===== src/rtl/instr_pkg.sv =====
// Shared MIPS instruction constants used by both the control decoder and the instruction encoder.
// Holds the opcode and funct codes, the command-kind enum and the encoder FSM states.
package instr_pkg;

    localparam logic [5:0] OP_RTYPE = 6'b000000;
    localparam logic [5:0] OP_ADDI  = 6'b001000;
    localparam logic [5:0] OP_SLTIU = 6'b001011;
    localparam logic [5:0] OP_BEQ   = 6'b000100;
    localparam logic [5:0] OP_BNE   = 6'b000101;
    localparam logic [5:0] OP_LUI   = 6'b001111;
    localparam logic [5:0] OP_ORI   = 6'b001101;

    localparam logic [5:0] FN_ADD = 6'b100000;
    localparam logic [5:0] FN_SUB = 6'b100010;
    localparam logic [5:0] FN_AND = 6'b100100;
    localparam logic [5:0] FN_OR  = 6'b100101;
    localparam logic [5:0] FN_SLT = 6'b101010;

    typedef enum logic [2:0] {
        KIND_R     = 3'd0,
        KIND_ADDI  = 3'd1,
        KIND_SLTIU = 3'd2,
        KIND_BEQ   = 3'd3,
        KIND_LUI   = 3'd4,
        KIND_ORI   = 3'd5,
        KIND_BNE   = 3'd6,
        KIND_END   = 3'd7
    } kind_e;

    typedef enum logic [1:0] {
        ST_IDLE = 2'd0,
        ST_LOAD = 2'd1,
        ST_DONE = 2'd2
    } enc_state_e;

    // True for the R-type functions the single-cycle CPU actually executes.
    function automatic logic funct_is_legal(input logic [5:0] funct);
        return (funct == FN_ADD) || (funct == FN_SUB) || (funct == FN_AND) ||
               (funct == FN_OR)  || (funct == FN_SLT);
    endfunction

endpackage


===== src/rtl/instr_field_pack.sv =====
// Combinational packer: command kind plus register/immediate fields -> 32-bit MIPS word.
// END and any unknown kind produce an all-zero word; the caller never writes it.
module instr_field_pack (
    input  logic [2:0]  i_kind,
    input  logic [4:0]  i_rs,
    input  logic [4:0]  i_rt,
    input  logic [4:0]  i_rd,
    input  logic [4:0]  i_shamt,
    input  logic [5:0]  i_funct,
    input  logic [15:0] i_imm,
    output logic [31:0] o_word
);
    import instr_pkg::*;

    always_comb begin
        o_word = 32'h0;
        case (kind_e'(i_kind))
            KIND_R:     o_word = {OP_RTYPE, i_rs, i_rt, i_rd, i_shamt, i_funct};
            KIND_ADDI:  o_word = {OP_ADDI,  i_rs, i_rt, i_imm};
            KIND_SLTIU: o_word = {OP_SLTIU, i_rs, i_rt, i_imm};
            KIND_BEQ:   o_word = {OP_BEQ,   i_rs, i_rt, i_imm};
            KIND_BNE:   o_word = {OP_BNE,   i_rs, i_rt, i_imm};
            // LUI has no source register; rs is forced to zero whatever the host sent.
            KIND_LUI:   o_word = {OP_LUI,   5'd0, i_rt, i_imm};
            KIND_ORI:   o_word = {OP_ORI,   i_rs, i_rt, i_imm};
            default:    o_word = 32'h0;
        endcase
    end

endmodule


===== src/rtl/instr_encoder.sv =====
// Test-program loader: encodes host commands and writes them sequentially into instruction memory.
// Optional macro INSTR_ENC_FUNCT_CHECK_EN drops R-type commands with unsupported funct and flags err_o.
module instr_encoder #(
    parameter logic [31:0] BASE_ADDR = 32'h0000_0000,
    parameter int          DEPTH     = 128
) (
    input  logic                     clk_i,
    input  logic                     rst_i,
    input  logic                     start_i,
    input  logic                     valid_i,
    output logic                     ready_o,
    input  logic [2:0]               kind_i,
    input  logic [4:0]               rs_i,
    input  logic [4:0]               rt_i,
    input  logic [4:0]               rd_i,
    input  logic [4:0]               shamt_i,
    input  logic [5:0]               funct_i,
    input  logic [15:0]              imm_i,
    output logic                     imem_we_o,
    input  logic                     imem_ready_i,
    output logic [31:0]              imem_addr_o,
    output logic [31:0]              imem_data_o,
    output logic [$clog2(DEPTH):0]   count_o,
    output logic                     done_o,
    output logic                     err_o
);
    import instr_pkg::*;

    localparam int CW = $clog2(DEPTH) + 1;

    enc_state_e  r_state;
    enc_state_e  w_state_next;
    logic        r_pending;
    logic        r_drain;
    logic        r_err;
    logic [31:0] r_addr;
    logic [31:0] r_data;
    logic [CW-1:0] r_count;

    logic [31:0] w_word;
    logic [CW:0] w_used;
    logic        w_wr_done;
    logic        w_accept;
    logic        w_is_end;
    logic        w_full;
    logic        w_funct_ok;
    logic        w_push;
    logic        w_close;
    logic        w_cmd_err;
    logic        w_can_finish;
    logic        w_start;

    instr_field_pack u_pack (
        .i_kind  (kind_i),
        .i_rs    (rs_i),
        .i_rt    (rt_i),
        .i_rd    (rd_i),
        .i_shamt (shamt_i),
        .i_funct (funct_i),
        .i_imm   (imm_i),
        .o_word  (w_word)
    );

    assign w_wr_done    = r_pending && imem_ready_i;
    assign ready_o      = (r_state == ST_LOAD) && !r_drain && (!r_pending || imem_ready_i);
    assign w_accept     = valid_i && ready_o;
    assign w_is_end     = (kind_e'(kind_i) == KIND_END);
    // Occupancy counts the pending word even if it completes this cycle: it is already committed.
    assign w_used       = {1'b0, r_count} + {{CW{1'b0}}, r_pending};
    assign w_full       = (w_used == (CW + 1)'(DEPTH));
    assign w_can_finish = !r_pending || imem_ready_i;
    assign w_start      = start_i && ((r_state == ST_IDLE) || (r_state == ST_DONE));

`ifdef INSTR_ENC_FUNCT_CHECK_EN
    assign w_funct_ok = (kind_e'(kind_i) != KIND_R) || funct_is_legal(funct_i);
`else
    assign w_funct_ok = 1'b1;
`endif

    assign w_push    = w_accept && !w_is_end && !w_full && w_funct_ok;
    assign w_close   = w_accept && (w_is_end || w_full);
    assign w_cmd_err = w_accept && !w_is_end && (w_full || !w_funct_ok);

    always_ff @(posedge clk_i or negedge rst_i) begin
        if (!rst_i) begin
            r_state <= ST_IDLE;
        end else begin
            r_state <= w_state_next;
        end
    end

    always_comb begin
        w_state_next = r_state;
        case (r_state)
            ST_IDLE: if (start_i) w_state_next = ST_LOAD;
            // Closing (END or overflow) waits until the last pending word has been taken.
            ST_LOAD: if ((r_drain || w_close) && w_can_finish) w_state_next = ST_DONE;
            ST_DONE: if (start_i) w_state_next = ST_LOAD;
            default: w_state_next = ST_IDLE;
        endcase
    end

    always_ff @(posedge clk_i or negedge rst_i) begin
        if (!rst_i) begin
            r_pending <= 1'b0;
            r_drain   <= 1'b0;
            r_err     <= 1'b0;
            r_addr    <= 32'h0;
            r_data    <= 32'h0;
            r_count   <= '0;
        end else if (w_start) begin
            r_pending <= 1'b0;
            r_drain   <= 1'b0;
            r_err     <= 1'b0;
            r_addr    <= BASE_ADDR;
            r_count   <= '0;
        end else begin
            if (w_wr_done) begin
                r_addr  <= r_addr + 32'd4;
                r_count <= r_count + CW'(1);
            end
            // A refill in the same cycle as a completed write keeps the slot full with no bubble.
            if (w_push) begin
                r_pending <= 1'b1;
                r_data    <= w_word;
            end else if (w_wr_done) begin
                r_pending <= 1'b0;
            end
            if (w_cmd_err) begin
                r_err <= 1'b1;
            end
            if (w_close && !w_can_finish) begin
                r_drain <= 1'b1;
            end else if (w_state_next == ST_DONE) begin
                r_drain <= 1'b0;
            end
        end
    end

    assign imem_we_o   = r_pending;
    assign imem_addr_o = r_addr;
    assign imem_data_o = r_data;
    assign count_o     = r_count;
    assign done_o      = (r_state == ST_DONE);
    assign err_o       = r_err;

endmodule


===== config.mk =====
export PLATFORM = sky130hd
export DESIGN_NAME = instr_encoder
export DESIGN_NICKNAME = d
export VERILOG_FILES = /design/src/rtl/instr_pkg.sv /design/src/rtl/instr_field_pack.sv /design/src/rtl/instr_encoder.sv
export SDC_FILE = /design/constraint.sdc
export NUM_CORES = 1
export LEC_CHECK = 0
export ABC_AREA = 1
export BUFFER_PORTS_ARGS = -buffer_cell sky130_fd_sc_hd__buf_2
export CAP_MARGIN = 20
export CORE_MARGIN = 4
export CORE_UTILIZATION = 51
export CTS_CLUSTER_DIAMETER = 100
export CTS_CLUSTER_SIZE = 28
export DETAILED_ROUTE_END_ITERATION = 7
export GPL_TIMING_DRIVEN = 0
export MAX_ROUTING_LAYER = met4
export PLACE_DENSITY_LB_ADDON = 0.3
export SETUP_SLACK_MARGIN = 0.05
export SYNTH_ARGS = -nofsm -noshare
export SYNTH_HDL_FRONTEND = slang
export SYNTH_SLANG_ARGS = --single-unit

===== constraint.sdc =====
create_clock -name clk_i -period 2.43 [get_ports clk_i]
set_input_delay 0 -clock clk_i [delete_from_list [all_inputs] [get_ports clk_i]]
set_output_delay 0 -clock clk_i [all_outputs]
set_load 0.01 [all_outputs]

==> results.sh <==
export IMPL_first_pass_iters=5
export IMPL_internal_power_mw=3.03
export IMPL_ff_latch_area_um2=1830
export IMPL_synthTopCellsByCount="nand2_1, dfrtp_1, inv_1"
export IMPL_diodes=0
export IMPL_io_pins=126
export IMPL_synth_simple_gate_area_frac=0.291
export IMPL_via_count=4205
export IMPL_synth_top_area_cell="dfrtp_1"
export IMPL_power_total_mw=4.69
export IMPL_postPlaceCellArea_um2=4680
export IMPL_synthesis_area_um2=3910
export IMPL_nFillCells=524
export IMPL_seq_power_share=0.379
export IMPL_synthArstFlopShare=1.00
export IMPL_hold_viol=0
export IMPL_critPathKind="input pin to flop"
export IMPL_outcome="finished clean"
export IMPL_sw_frac_of_total=0.355
export IMPL_fin_area_um2=5460
export IMPL_skew_ns=0.00702
export IMPL_max_freq_mhz=468
export IMPL_vias_per_cell=5.35
export IMPL_clkSlewWorstSetupHoldPaths_ns=0.08
export IMPL_p_sw_mw=1.66
export IMPL_drc=0
export IMPL_vdd_drop_max_uv=454
export IMPL_clock_path_buffers=2
export IMPL_yosysMostFrequentCell="nand2_1"
export IMPL_synthAdderAreaFrac=0.0128
export IMPL_syn_to_final_growth_pct=39.6
export IMPL_rsz0062_at_grt="false"
export IMPL_clock_power_share=0.280
export IMPL_cts_buffers=9
export IMPL_start_util=0.533
export IMPL_r2r_end="imem_data_o[26]"
export IMPL_multi_input_area_um2=1750
export IMPL_tightest_slew_ns=0.531
export IMPL_grt_max_degree=52
export IMPL_routed_wl_um=12100
export IMPL_relSlewSlack=0.646
export IMPL_rr_worst_depth=9
export IMPL_max_cap_violations=0
export IMPL_ys_types=35
export IMPL_die_area_um2=9130
export IMPL_synthXorXnorAreaFrac=0
export IMPL_nets=736
export IMPL_synth_main_ff_cell="dfrtp_1"
export IMPL_reg2reg_slack_ns=0.32
export IMPL_dp_hpwl_um=7820
export IMPL_synth_edf_count=0
export IMPL_holdWs_ns=0.0881
export IMPL_syn_area_per_cell_um2=7.88
export IMPL_grt_pass1_wl_um=19200
export IMPL_grt_antenna_before_repair=0
export IMPL_cts_tree="done"
export IMPL_drtAntennaViolNets=0
export IMPL_htree_num_levels=3
export IMPL_fin_crit_ns=2.14
export IMPL_die_w_um=95.5
export IMPL_path_max_fanout=10
export IMPL_dp_cells=720
export IMPL_grt_ovfl_total=0
export IMPL_first_global_vias=4157
export IMPL_fin_tns_setup_ns=0
export IMPL_synthCells=496
export IMPL_pwr_share_comb=0.342
export IMPL_period_share=0.879
export IMPL_p_leak_nw=2.83
export IMPL_hp_class="input pin to asynchronous set/reset pin"
export IMPL_layout_cells_non_filler=786
export IMPL_drive_gt1_frac=0.274
export IMPL_gp_congestion=0.922
export IMPL_rows=31
export IMPL_slew_viol_final=0
export IMPL_synth_top_family_by_area="simple AND/OR/NAND/NOR gates"
export IMPL_synthTopCellsByArea="dfrtp_1, nand2_1, inv_1"
export IMPL_port_buffers=121
export IMPL_cts_root_buf="clkbuf_8"
export IMPL_synth_warning_count=0
export IMPL_synthMuxAreaShare=0
export IMPL_clock_latency_ns=0.36
export IMPL_cts_sinks=73
export IMPL_dieHeight_um=95.5
export IMPL_required_ns=2.70
export IMPL_endpoint_kind="flop"
export IMPL_pwr_density_cell_nw_per_um2=859
export IMPL_drtIter0Drc=324
export IMPL_cp_arrival_ns=2.41
export IMPL_synth_top_area_frac=0.467
export IMPL_cp_start_kind="input pin"
export IMPL_synth_seq_cells=73
export IMPL_grtUsageTotal=0.279
export IMPL_wl_per_cell_um=15.4
export IMPL_core_area_um2=7330
export IMPL_setup_viol=0
export IMPL_seq_area_frac_synth=0.467
export IMPL_rr_startpoint="count_o[0]"
export IMPL_synth_compound_area_share=0.141
-- worst max-delay path, cell delays in order --
cell	delay [ns]
dlygate4sd3_1	0.54
buf_2	0.15
inv_1	0.07
nand2_1	0.08
nor2_1	0.36
buf_2	0.32
a22oi_1	0.13
dlygate4sd3_1	0.58
o21ai_1	0.18
-- power by group through the flow --
stage | clock network (mW) | registers [mW] | logic (mW)
after detailed placement | 0 | 1.77 | 1.49
final | 1.31 | 1.77 | 1.60
after CTS | 1.31 | 1.76 | 1.57
after global routing | 1.39 | 1.81 | 1.76
after global placement | 0 | 1.76 | 1.44
after floorplan | 0 | 1.91 | 0.726
-- stage by stage --
stage	util	setup WS (ns)
2_1_floorplan	-	0.502
3_3_place_gp	0.634	0.389
3_5_place_dp	0.638	0.344
4_1_cts	0.744	0.327
5_1_grt	0.744	0.156
6_report	0.744	0.294
-- repair_timing --
action,in CTS,in global routing
gates resized for setup,0,0
hold buffers,50,0
hold endpoints to repair,105,0
setup buffers,0,0
-- per-layer routing --
metal	GRT usage	vias to the layer above	routed length (um)
li1	-	1995	-
met1	0.331	1970	4810
met2	0.460	200	6030
met3	0.0545	40	826
met4	0.124	0	435
met5	-	-	0
-- worst max path at each step --
stage / startpoint / end / slack [ns] / cells past startpoint
finish: kind_i[1] / imem_data_o[6] / 0.29 / 9
global route: kind_i[1] / imem_data_o[12] / 0.16 / 9
CTS: count_o[0] / imem_data_o[26] / 0.33 / 8
detailed placement: count_o[0] / imem_data_o[18] / 0.34 / 9
global placement: count_o[0] / imem_data_o[29] / 0.39 / 9
floorplan: count_o[0] / imem_data_o[29] / 0.50 / 9
-- cell type report --
class                           count  share of cell area
Clock buffer                       11              0.0278
Sequential cell                    73               0.335
Buffer                             17              0.0222
Inverter                           58              0.0401
Timing Repair Buffer              172               0.208
Multi-Input combinational cell    351               0.321
Clock inverter                      5              0.0229
Tap cell                           99              0.0227
-- registers in the layout, indices dropped and copies added, names as in the netlist --
register / flops
imem_addr_o: 30
r_drain: 1
r_state: 2
imem_we_o: 1
err_o: 1
imem_data_o: 30
count_o: 8
-- cells by family after synthesis --
| kind of cell | after synthesis |
|---|---|
| fa+ha+maj | 4 |
| other cells | 1 |
| compound gates | 96 |
| buf+inv | 75 |
| flops | 73 |
| simple gates | 247 |
-- cells in the final DEF (no fill, tap or decap), drive strengths merged --
cell type / synthesis / layout
a211oi: 1 / 1
a21oi: 25 / 25
a221oi: 1 / 1
a22oi: 16 / 16
a31oi: 6 / 6
buf: 15 / 137
bufinv: 0 / 4
clkbuf: 2 / 13
clkinv: 1 / 2
conb: 1 / 4
dfrtp: 73 / 73
dlygate4sd3: 0 / 50
ha: 4 / 4
inv: 57 / 57
nand2: 129 / 129
nand3: 27 / 27
nand4: 11 / 11
nor2: 60 / 60
nor3: 19 / 19
o21ai: 45 / 45
o21bai: 1 / 1
o31ai: 1 / 1
or2: 1 / 1
No activity file was read; power rests on OpenSTA's default activity.
